--- src/rtl/kbd_decoder.sv ---
// PS/2 scan-code decoder: folds E0/F0 prefixes into make/break key events
// and queues them in a small show-ahead FIFO for the consumer to pop.
module kbd_decoder #(
   parameter int FIFO_DEPTH  = 4,
   parameter int TIMEOUT_CYC = 1000000
) (
   input  logic       clk,
   input  logic       resetN,
   input  logic [7:0] din,
   input  logic       din_new,
   output logic [8:0] evt_code,
   output logic       evt_make,
   output logic       evt_valid,
   input  logic       evt_rd,
   output logic       overflow
);

   localparam int PW = $clog2(FIFO_DEPTH);
   localparam int CW = PW + 1;
   localparam int TW = $clog2(TIMEOUT_CYC) + 1;
   localparam logic [TW-1:0] TMO_LAST = TW'(TIMEOUT_CYC - 1);
   localparam logic [TW-1:0] TMO_MAX  = '1;
   localparam logic [CW-1:0] FULL_CNT = CW'(FIFO_DEPTH);

   typedef enum logic [1:0] {
      IDLE_ST    = 2'd0,
      EXT_ST     = 2'd1,
      BRK_ST     = 2'd2,
      EXT_BRK_ST = 2'd3
   } state_t;

   state_t          r_state;
   state_t          w_state_next;
   logic [TW-1:0]   r_tmo;
   logic            w_timeout;

   logic            w_filtered;
   logic            w_is_e0;
   logic            w_is_f0;
   logic            w_fake_shift;

   logic            w_push;
   logic            w_push_ext;
   logic            w_push_make;
   logic [9:0]      w_wr_data;

   logic [9:0]      r_mem [FIFO_DEPTH];
   logic [PW-1:0]   r_wr_ptr;
   logic [PW-1:0]   r_rd_ptr;
   logic [CW-1:0]   r_count;
   logic            r_ovf;
   logic            w_pop;
   logic            w_full;
   logic            w_wr;
   logic            w_drop;
   logic [9:0]      w_head;

   // ------------------------------------------------------------------
   // Byte classification
   // ------------------------------------------------------------------
   assign w_filtered   = (din == 8'h00) || (din == 8'hAA) || (din == 8'hE1) ||
                         (din == 8'hFA) || (din == 8'hFE) || (din == 8'hFF);
   assign w_is_e0      = (din == 8'hE0);
   assign w_is_f0      = (din == 8'hF0);
   assign w_fake_shift = (din == 8'h12) || (din == 8'h59);

   // ------------------------------------------------------------------
   // Prefix FSM
   // ------------------------------------------------------------------
   always_ff @(posedge clk or negedge resetN) begin
      if (!resetN) begin
         r_state <= IDLE_ST;
      end else begin
         r_state <= w_state_next;
      end
   end

   // A fresh byte always beats the timeout in the same cycle.
   assign w_timeout = (r_state != IDLE_ST) && (r_tmo == TMO_LAST);

   always_comb begin
      w_state_next = r_state;
      w_push       = 1'b0;
      w_push_ext   = 1'b0;
      w_push_make  = 1'b1;
      if (din_new) begin
         if (w_filtered) begin
            w_state_next = IDLE_ST;
         end else begin
            case (r_state)
               IDLE_ST: begin
                  if (w_is_e0) begin
                     w_state_next = EXT_ST;
                  end else if (w_is_f0) begin
                     w_state_next = BRK_ST;
                  end else begin
                     w_push = 1'b1;
                  end
               end
               EXT_ST: begin
                  if (w_is_e0) begin
                     w_state_next = EXT_ST;
                  end else if (w_is_f0) begin
                     w_state_next = EXT_BRK_ST;
                  end else if (w_fake_shift) begin
                     w_state_next = IDLE_ST;
                  end else begin
                     w_push       = 1'b1;
                     w_push_ext   = 1'b1;
                     w_state_next = IDLE_ST;
                  end
               end
               BRK_ST: begin
                  if (w_is_f0) begin
                     w_state_next = BRK_ST;
                  end else if (w_is_e0) begin
                     w_state_next = EXT_BRK_ST;
                  end else begin
                     w_push       = 1'b1;
                     w_push_make  = 1'b0;
                     w_state_next = IDLE_ST;
                  end
               end
               EXT_BRK_ST: begin
                  if (w_is_e0 || w_is_f0) begin
                     w_state_next = EXT_BRK_ST;
                  end else if (w_fake_shift) begin
                     w_state_next = IDLE_ST;
                  end else begin
                     w_push       = 1'b1;
                     w_push_ext   = 1'b1;
                     w_push_make  = 1'b0;
                     w_state_next = IDLE_ST;
                  end
               end
               default: w_state_next = IDLE_ST;
            endcase
         end
      end else if (w_timeout) begin
         w_state_next = IDLE_ST;
      end
   end

   // ------------------------------------------------------------------
   // Prefix timeout counter (saturating)
   // ------------------------------------------------------------------
   always_ff @(posedge clk or negedge resetN) begin
      if (!resetN) begin
         r_tmo <= '0;
      end else if (din_new || (r_state == IDLE_ST)) begin
         r_tmo <= '0;
      end else if (r_tmo != TMO_MAX) begin
         r_tmo <= r_tmo + TW'(1);
      end
   end

   // ------------------------------------------------------------------
   // Event FIFO
   // ------------------------------------------------------------------
   assign w_wr_data = {w_push_make, w_push_ext, din};
   assign w_pop     = evt_rd && (r_count != '0);
   assign w_full    = (r_count == FULL_CNT);
   // A pop in the same cycle frees the slot a full FIFO needs.
   assign w_wr      = w_push && (!w_full || w_pop);
   assign w_drop    = w_push && w_full && !w_pop;

   generate
      for (genvar gi = 0; gi < FIFO_DEPTH; gi++) begin : g_mem
         always_ff @(posedge clk or negedge resetN) begin
            if (!resetN) begin
               r_mem[gi] <= '0;
            end else if (w_wr && (r_wr_ptr == PW'(gi))) begin
               r_mem[gi] <= w_wr_data;
            end
         end
      end
   endgenerate

   always_ff @(posedge clk or negedge resetN) begin
      if (!resetN) begin
         r_wr_ptr <= '0;
         r_rd_ptr <= '0;
         r_count  <= '0;
         r_ovf    <= 1'b0;
      end else begin
         if (w_wr) begin
            r_wr_ptr <= r_wr_ptr + PW'(1);
         end
         if (w_pop) begin
            r_rd_ptr <= r_rd_ptr + PW'(1);
         end
         case ({w_wr, w_pop})
            2'b10:   r_count <= r_count + CW'(1);
            2'b01:   r_count <= r_count - CW'(1);
            default: r_count <= r_count;
         endcase
         if (w_drop) begin
            r_ovf <= 1'b1;
         end
      end
   end

   assign w_head    = r_mem[r_rd_ptr];
   assign evt_make  = w_head[9];
   assign evt_code  = w_head[8:0];
   assign evt_valid = (r_count != '0);
   assign overflow  = r_ovf;

endmodule

--- config.mk ---
export PLATFORM = sky130hd
export DESIGN_NAME = kbd_decoder
export DESIGN_NICKNAME = d
export VERILOG_FILES = /design/src/rtl/kbd_decoder.sv
export SDC_FILE = /design/constraint.sdc
export NUM_CORES = 1
export LEC_CHECK = 0
export ABC_AREA = 1
export ABC_CLOCK_PERIOD_IN_PS = 2700
export CAP_MARGIN = 25
export CORE_ASPECT_RATIO = 1.75
export CORE_MARGIN = 1
export CORE_UTILIZATION = 62
export CTS_BUF_LIST = sky130_fd_sc_hd__clkbuf_4
export CTS_CLUSTER_DIAMETER = 60
export DETAILED_ROUTE_END_ITERATION = 10
export PLACE_DENSITY = 0.83
export SYNTH_ARGS = -nofsm -noshare
export SYNTH_HDL_FRONTEND = slang
export SYNTH_SLANG_ARGS = --single-unit
--- constraint.sdc ---
create_clock -name clk -period 2.7 [get_ports clk]
set_input_delay 0.54 -clock clk [delete_from_list [all_inputs] [get_ports clk]]
set_output_delay 0.54 -clock clk [all_outputs]
set_load 0.05 [all_outputs]
# ---- After elaboration in Yosys (flattened, before gate mapping)
# Cells that the tools add are included.
dict set report word_totals {
  romBits 0
  out_inout_bits 12
  ff_bits 71
  latch_bits 0
  n_memories 0
  input_bits 12
  ramBits 0
}
dict set report op_classes {
  n_eq_ne 21
  div_mod_pow 0
  order_cmp 1
  muxes 38
  bitwise 1
  n_reduce_logical 29
  add_sub_neg 5
  shifts 0
  mul 0
}
# cell n
set op_table {}
lappend op_table {{equality test 8 bit (second input constant)} 7}
lappend op_table {{2-to-1 mux 21 bit} 2}
lappend op_table {{adder 21 x 1 -> 21 bit (second input constant)} 1}
lappend op_table {{equality test 21 x 20 -> 1 bit (second input constant)} 1}
lappend op_table {{inequality test 21 bit (second input constant)} 1}
lappend op_table {{binary-select mux 10 bit (select 2 bit)} 1}
lappend op_table {{2-to-1 mux 10 bit} 2}
lappend op_table {{2-to-1 mux 2 bit} 10}
lappend op_table {{2-to-1 mux 1 bit} 18}
lappend op_table {{equality test 2 bit (second input constant)} 5}
lappend op_table {{logical AND 1 bit} 9}
lappend op_table {{logical OR 1 bit} 9}
lappend op_table {{equality test 8 x 5 -> 1 bit (second input constant)} 1}
lappend op_table {{equality test 8 x 7 -> 1 bit (second input constant)} 1}
lappend op_table {{logical NOT 8 bit} 1}
lappend op_table {{case mux 2 bit (4 select lines)} 1}
lappend op_table {{nonzero test 2 bit} 4}
lappend op_table {{equality test 2 x 1 -> 1 bit (second input constant)} 3}
lappend op_table {{case mux 3 bit (2 select lines)} 1}
lappend op_table {{inequality test 5 bit (second input constant)} 1}
lappend op_table {{adder 2 x 1 -> 2 bit (second input constant)} 2}
lappend op_table {{logical NOT 2 bit} 2}
lappend op_table {{case mux 1 bit (2 select lines)} 2}
lappend op_table {{case mux 1 bit (4 select lines)} 1}
lappend op_table {{other kinds (8)} 9}

# ---- Longest topological paths before layout
# Gate-level depths: netlist of the first run.
dict set report depth {
  depth_word 11
  ltp_mapped 16
  depth_no_buf 15
}

# ---- Least setup slack after synthesis of the first run
# OpenSTA, ideal clock, no wires.
dict set report synth_path {
  path_kind {input -> register}
  startpoint {in din[1]}
  endpoint {reg r_count[2]}
  required_ps 2569
  arrival_time_ps 2331
  path_buffers 1
  setup_time_ps 131
  path_slack_ps 239
  stages 16
  cell_sequence {buf_4 inv_1 nand2_1 nor2_2 nand2_1 nand2_1 inv_1 nand3_2 nor2_4 inv_1 ha_1 inv_1 fa_1 a21oi_1 o21ai_0 xor2_1}
}
dict set report synth_via {
  elab_chain_len 11
  word_cells_on_any_way 33
}
# item line_no
set synth_rtl {}
lappend synth_rtl {{start: declaration} 9} ;# input logic [7:0] din,
lappend synth_rtl {{equality test 8 x 5 -> 1 bit, or another cell as far along} 65} ;# assign w_fake_shift = (din == 8'h12) || (din == 8'h59);
lappend synth_rtl {{logical OR 1 bit (on tied branches)} {65, 61}}
lappend synth_rtl {{2-to-1 mux 1 bit or logical OR 1 bit (tied branches)} {105, 127, 61}}
lappend synth_rtl {{2-to-1 mux 1 bit or logical OR 1 bit (tied branches)} {103, 61}}
lappend synth_rtl {{2-to-1 mux 1 bit or logical OR 1 bit (tied branches)} {101, 62}}
lappend synth_rtl {{case mux 1 bit (4 select lines) or logical OR 1 bit (tied branches)} {90, 62}}
lappend synth_rtl {{2-to-1 mux 1 bit *} 87} ;# if (w_filtered) begin
lappend synth_rtl {{2-to-1 mux 1 bit *} 86} ;# if (din_new) begin
lappend synth_rtl {{logical AND 1 bit *} 164} ;# assign w_wr = w_push && (!w_full || w_pop);
lappend synth_rtl {{equality test 2 x 1 -> 1 bit or equality test 2 bit (tied branches)} 192} ;# case ({w_wr, w_pop})
lappend synth_rtl {{case mux 3 bit (2 select lines) or nonzero test 2 bit (tied branches)} --}
lappend synth_rtl {{end signal: assignment} 193} ;# 2'b10: r_count <= r_count + CW'(1);
lappend synth_rtl {{end signal: assignment} 194} ;# 2'b01: r_count <= r_count - CW'(1);
lappend synth_rtl {{end signal: assignment} 195} ;# default: r_count <= r_count;
lappend synth_rtl {{end: declaration} 50} ;# logic [CW-1:0] r_count;
# Mark *: on every way between the ends. The rest lies on a longest branch, timed or not.
# A chain may end at the register's enable or synchronous reset.

# ---- Worst setup path in the final report of the first run
# Same ends and word-level chain as after synthesis.

==> flow_summary.yaml, run 1 <==
status:
  status: "finished, final reports clean"
finish:
  area.growth.synth_to_final_pct: 17.4
  post-route-cell-area_sq_um: 4570
  fin_nets: 578
  drive_gt1_share_pct: 14.6
  antennaDiodeCount: 0
critical_path:
  cpLargestDelayFamily: "buffers and inverters"
  max_stage_delay_ns: 0.55
  cp_cell_sequence: "clkdlybuf4s50_1, inv_1, nand2_1, nor2_2, nand2_1, nand2_1, inv_1, nand3_2, nor2_4, inv_1, ha_1, inv_1, fa_1, a21oi_1, o21ai_0, xor2_1"
  critical_path_arrival_ns: 2.87
  path_max_fanout: 8
  worst-setup-path-type: "in -> reg"
  cp_data_required_time_ns: 3.01
  timing.critical_path.to_type: "register"
  path_common_cell: "sky130_fd_sc_hd__inv_1"
  number_of_buffers_and_inverters_on_the_critical_path: 5
  kind_of_launch_point_of_the_worst_setup_path: "input port"
  timing.critical_path.slowest_stage_cell: "sky130_fd_sc_hd__clkdlybuf4s50_1"
power_and_ir_drop:
  pwr_density_cell_nw_per_um2: 1020
  power.ir.vdd_worst_mv: 0.535
  design_power_total_uw: 4680
  static-leakage-power_uw: 0.00227
logic_synthesis:
  fraction_of_the_yosys_area_taken_by_sequential_cells_pct: 45.6
  syn_inst: 508
  asyncSetResetFlopFracSynth_pct: 100
  ys.flop_type: "sky130_fd_sc_hd__dfrtp_1"
  syn_area_sq_um: 3890
  synth_edf_count: 0
  post_synthesis_simple_gate_area_fraction_pct: 33.8
  syn-num-nets: 527
  syn-mean-instance-area_sq_um: 7.66
  synth_register_bits: 71
  fraction_of_synthesized_cell_area_in_xor_and_xnor_cells_pct: 2.25
  synth_fa_ha_area_share_pct: 2.44
  synth_cell_type_count: 31
  synth-compound-area-share_pct: 8.65
  largest_family_of_logic_cells_by_synthesized_area: "simple AND/OR/NAND/NOR gates"
  synth.area.mux_share_pct: 0
  synth_warnings: 0
floorplan:
  num_io_pins: 24
  floorplan.die_area_sq_um: 6610
  starting_density_of_the_core_pct: 65.2
  row_count: 37
  fp.dieW_um: 61.9
  die_height_um: 107
  core_sq_um: 5970
global_routing:
  globalRouteMet2Util_pct: 55.5
  grt.met1_usage_pct: 36.2
  globalRoute.busiestLayer: "met2"
  grt_usage_pct: 33.7
  grtUsageMet3_pct: 5.91
  initial_antenna_violation_count: 0
  gr-total-overflow: 0
  grt_first_pass_wirelength_um: 16100
  vias_in_the_first_global_route: 3646
  grt_max_degree: 44
timing:
  clock-skew-final_ns: 0.00737
  setup_repair_after_global_routing_missed_its_margin: "false"
  worstMarginPinSlew_ns: 0.581
  finalHoldViolCount: 0
  setup_viol_count_final: 0
  timing.setup.tns_ns: 0
  layout_worst_path_cycle_share_pct: 94.8
  slew_violations: 0
  max-slew-margin-rel_pct: 61.2
  max_freq_mhz: 391
  hold_slack_ns: 0.106
  period_needed_ns: 2.56
place:
  gpl.final_weighted_congestion: 0.894
  postPlaceCellArea_sq_um: 4480
  port_buffers: 23
  dp_hpwl_um: 7220
drt:
  route.detailed.wl_per_inst_um: 15.4
  routed-via-count: 3717
  remaining_antenna_violation_count_after_routing: 0
  detailedRoute.firstIterationViolations: 426
  total_wirelength_of_the_detailed_routed_design_um: 9880
  vias_per_cell: 5.81
  detail_route.first_pass.iterations: 6
  detail_route.drc_violations: 0
clock_network:
  clk_latency_ns: 0.43
  cts_tree: "built"
  post_cts_buffers: 0
  cts-hold-fix-buffers: 0
  number_of_clock_buffers_inserted_by_tritoncts: 9
  root_buffer: "sky130_fd_sc_hd__clkbuf_4"
  clk_pin_slew_ns: 0.11
  cts_repair_resize_count: 0
  cts_sink_cnt: 71
  cts.path.max_buffers: 2
  cts.htree.levels: 3
hold_path:
  worst_hold_path_type: "in -> async"
flow_run:
  maxCapViolCount: 0
-- Yosys cell counts, types with 2 or more instances --
library cell | n | area, sq um
sky130_fd_sc_hd__nand2_1 | 144 | 541
sky130_fd_sc_hd__dfrtp_1 | 71 | 1780
sky130_fd_sc_hd__nand3_1 | 61 | 305
sky130_fd_sc_hd__nor2_1 | 55 | 206
sky130_fd_sc_hd__inv_1 | 40 | 150
sky130_fd_sc_hd__o21ai_0 | 39 | 195
sky130_fd_sc_hd__o22ai_1 | 10 | 62.6
sky130_fd_sc_hd__clkbuf_1 | 8 | 30.0
sky130_fd_sc_hd__nand4_1 | 8 | 50.1
sky130_fd_sc_hd__buf_2 | 7 | 35.0
sky130_fd_sc_hd__xor2_1 | 7 | 61.3
sky130_fd_sc_hd__ha_1 | 6 | 75.1
sky130_fd_sc_hd__nor3_1 | 6 | 30.0
sky130_fd_sc_hd__a21oi_1 | 5 | 25.0
sky130_fd_sc_hd__a31oi_1 | 5 | 31.3
sky130_fd_sc_hd__nor2_2 | 5 | 31.3
sky130_fd_sc_hd__buf_6 | 4 | 45.0
sky130_fd_sc_hd__nand2_2 | 4 | 25.0
sky130_fd_sc_hd__nand4_2 | 4 | 50.1
sky130_fd_sc_hd__or2_2 | 3 | 18.8
sky130_fd_sc_hd__xnor2_1 | 3 | 26.3
sky130_fd_sc_hd__buf_4 | 2 | 15.0
sky130_fd_sc_hd__nand3_2 | 2 | 20.0
sky130_fd_sc_hd__nor4_1 | 2 | 12.5
-- power by group --
group	switching [uW]	leakage [uW]	internal, uW
Clock	354	0.0000577	193
Combinational	1510	0.00129	1040
Sequential	207	0.000919	1380
-- placed cells by master, fill, tap and decap left out, drive strengths merged, types with 11 or more instances in the layout --
master,instances
nor2,61
nand3,63
clkbuf,11
nand4,12
nand2,148
dfrtp,71
o21ai,39
buf,49
inv,41
clkdlybuf4s50,12
-- final timing paths --
| kind | slack (ns) | start | cells after the start | end |
|---|---|---|---|---|
| worst max register to register | 0.48 | r_tmo[0] | 11 | r_tmo[7] |
| min in group clk | 0.48 | r_mem[17] | 2 | r_mem[17] |
| worst min-delay path | 0.11 | resetN | 2 | r_mem[6] |
| max in group asynchronous | 2.13 | resetN | 2 | r_mem[30] |
| worst min register to register | 0.48 | r_mem[17] | 2 | r_mem[17] |
| worst max-delay path | 0.14 | din[1] | 16 | r_count[2] |
-- per-layer routing --
metal	vias up	share of wire, %
li1	1764	-
met5	-	0
met1	1776	36
met2	124	53
met4	0	7.0
met3	53	4.4
-- area by class of cell --
class / instances / area, sq um
Clock buffer: 11 / 82.6
Clock inverter: 3 / 12.5
Fill cell: 428 / 1400
Inverter: 41 / 154
Multi-Input combinational cell: 375 / 1840
Sequential cell: 71 / 1780
Tap cell: 78 / 97.6
Timing Repair Buffer: 61 / 611
-- stage by stage --
stage / worst slack [ns] / util (%) / instances
after CTS: 0.150 / 76.5 / 640
final: 0.141 / 76.5 / 640
after global routing: 0.0115 / 76.5 / 640
after global placement: -0.236 / 74.9 / 626
after detailed placement: -0.314 / 74.9 / 626
after floorplan: 0.239 / - / 508
-- flip-flops by register name (all words and copies together), names as in the netlist --
register,flops
r_mem,40
r_state,2
r_count,3
overflow,1
r_wr_ptr,2
r_rd_ptr,2
r_tmo,21
-- cell families (layout without fill, tap and decap cells) --
| kind of cell | count (synthesis) | in the layout |
|---|---|---|
| DFF | 71 | 71 |
| buffers and inverters | 62 | 116 |
| AOI/OAI and AO/OA | 62 | 62 |
| and+or+nand+nor | 296 | 296 |
| xor gates and xnor gates | 10 | 10 |
| adders and majority gates | 7 | 7 |
Power figures use the tool's default switching activity.
==> run 2, diff against run 1 <==
--- a/config.mk
+++ b/config.mk
@@ -7,7 +7,7 @@
 export LEC_CHECK = 0
 export ABC_AREA = 1
 export ABC_CLOCK_PERIOD_IN_PS = 2700
-export CAP_MARGIN = 25
+export CAP_MARGIN = 5
 export CORE_ASPECT_RATIO = 1.75
 export CORE_MARGIN = 1
 export CORE_UTILIZATION = 62
==> results of run 2 <==
The final DEF is identical to that of run 1; final timing and power are the same.
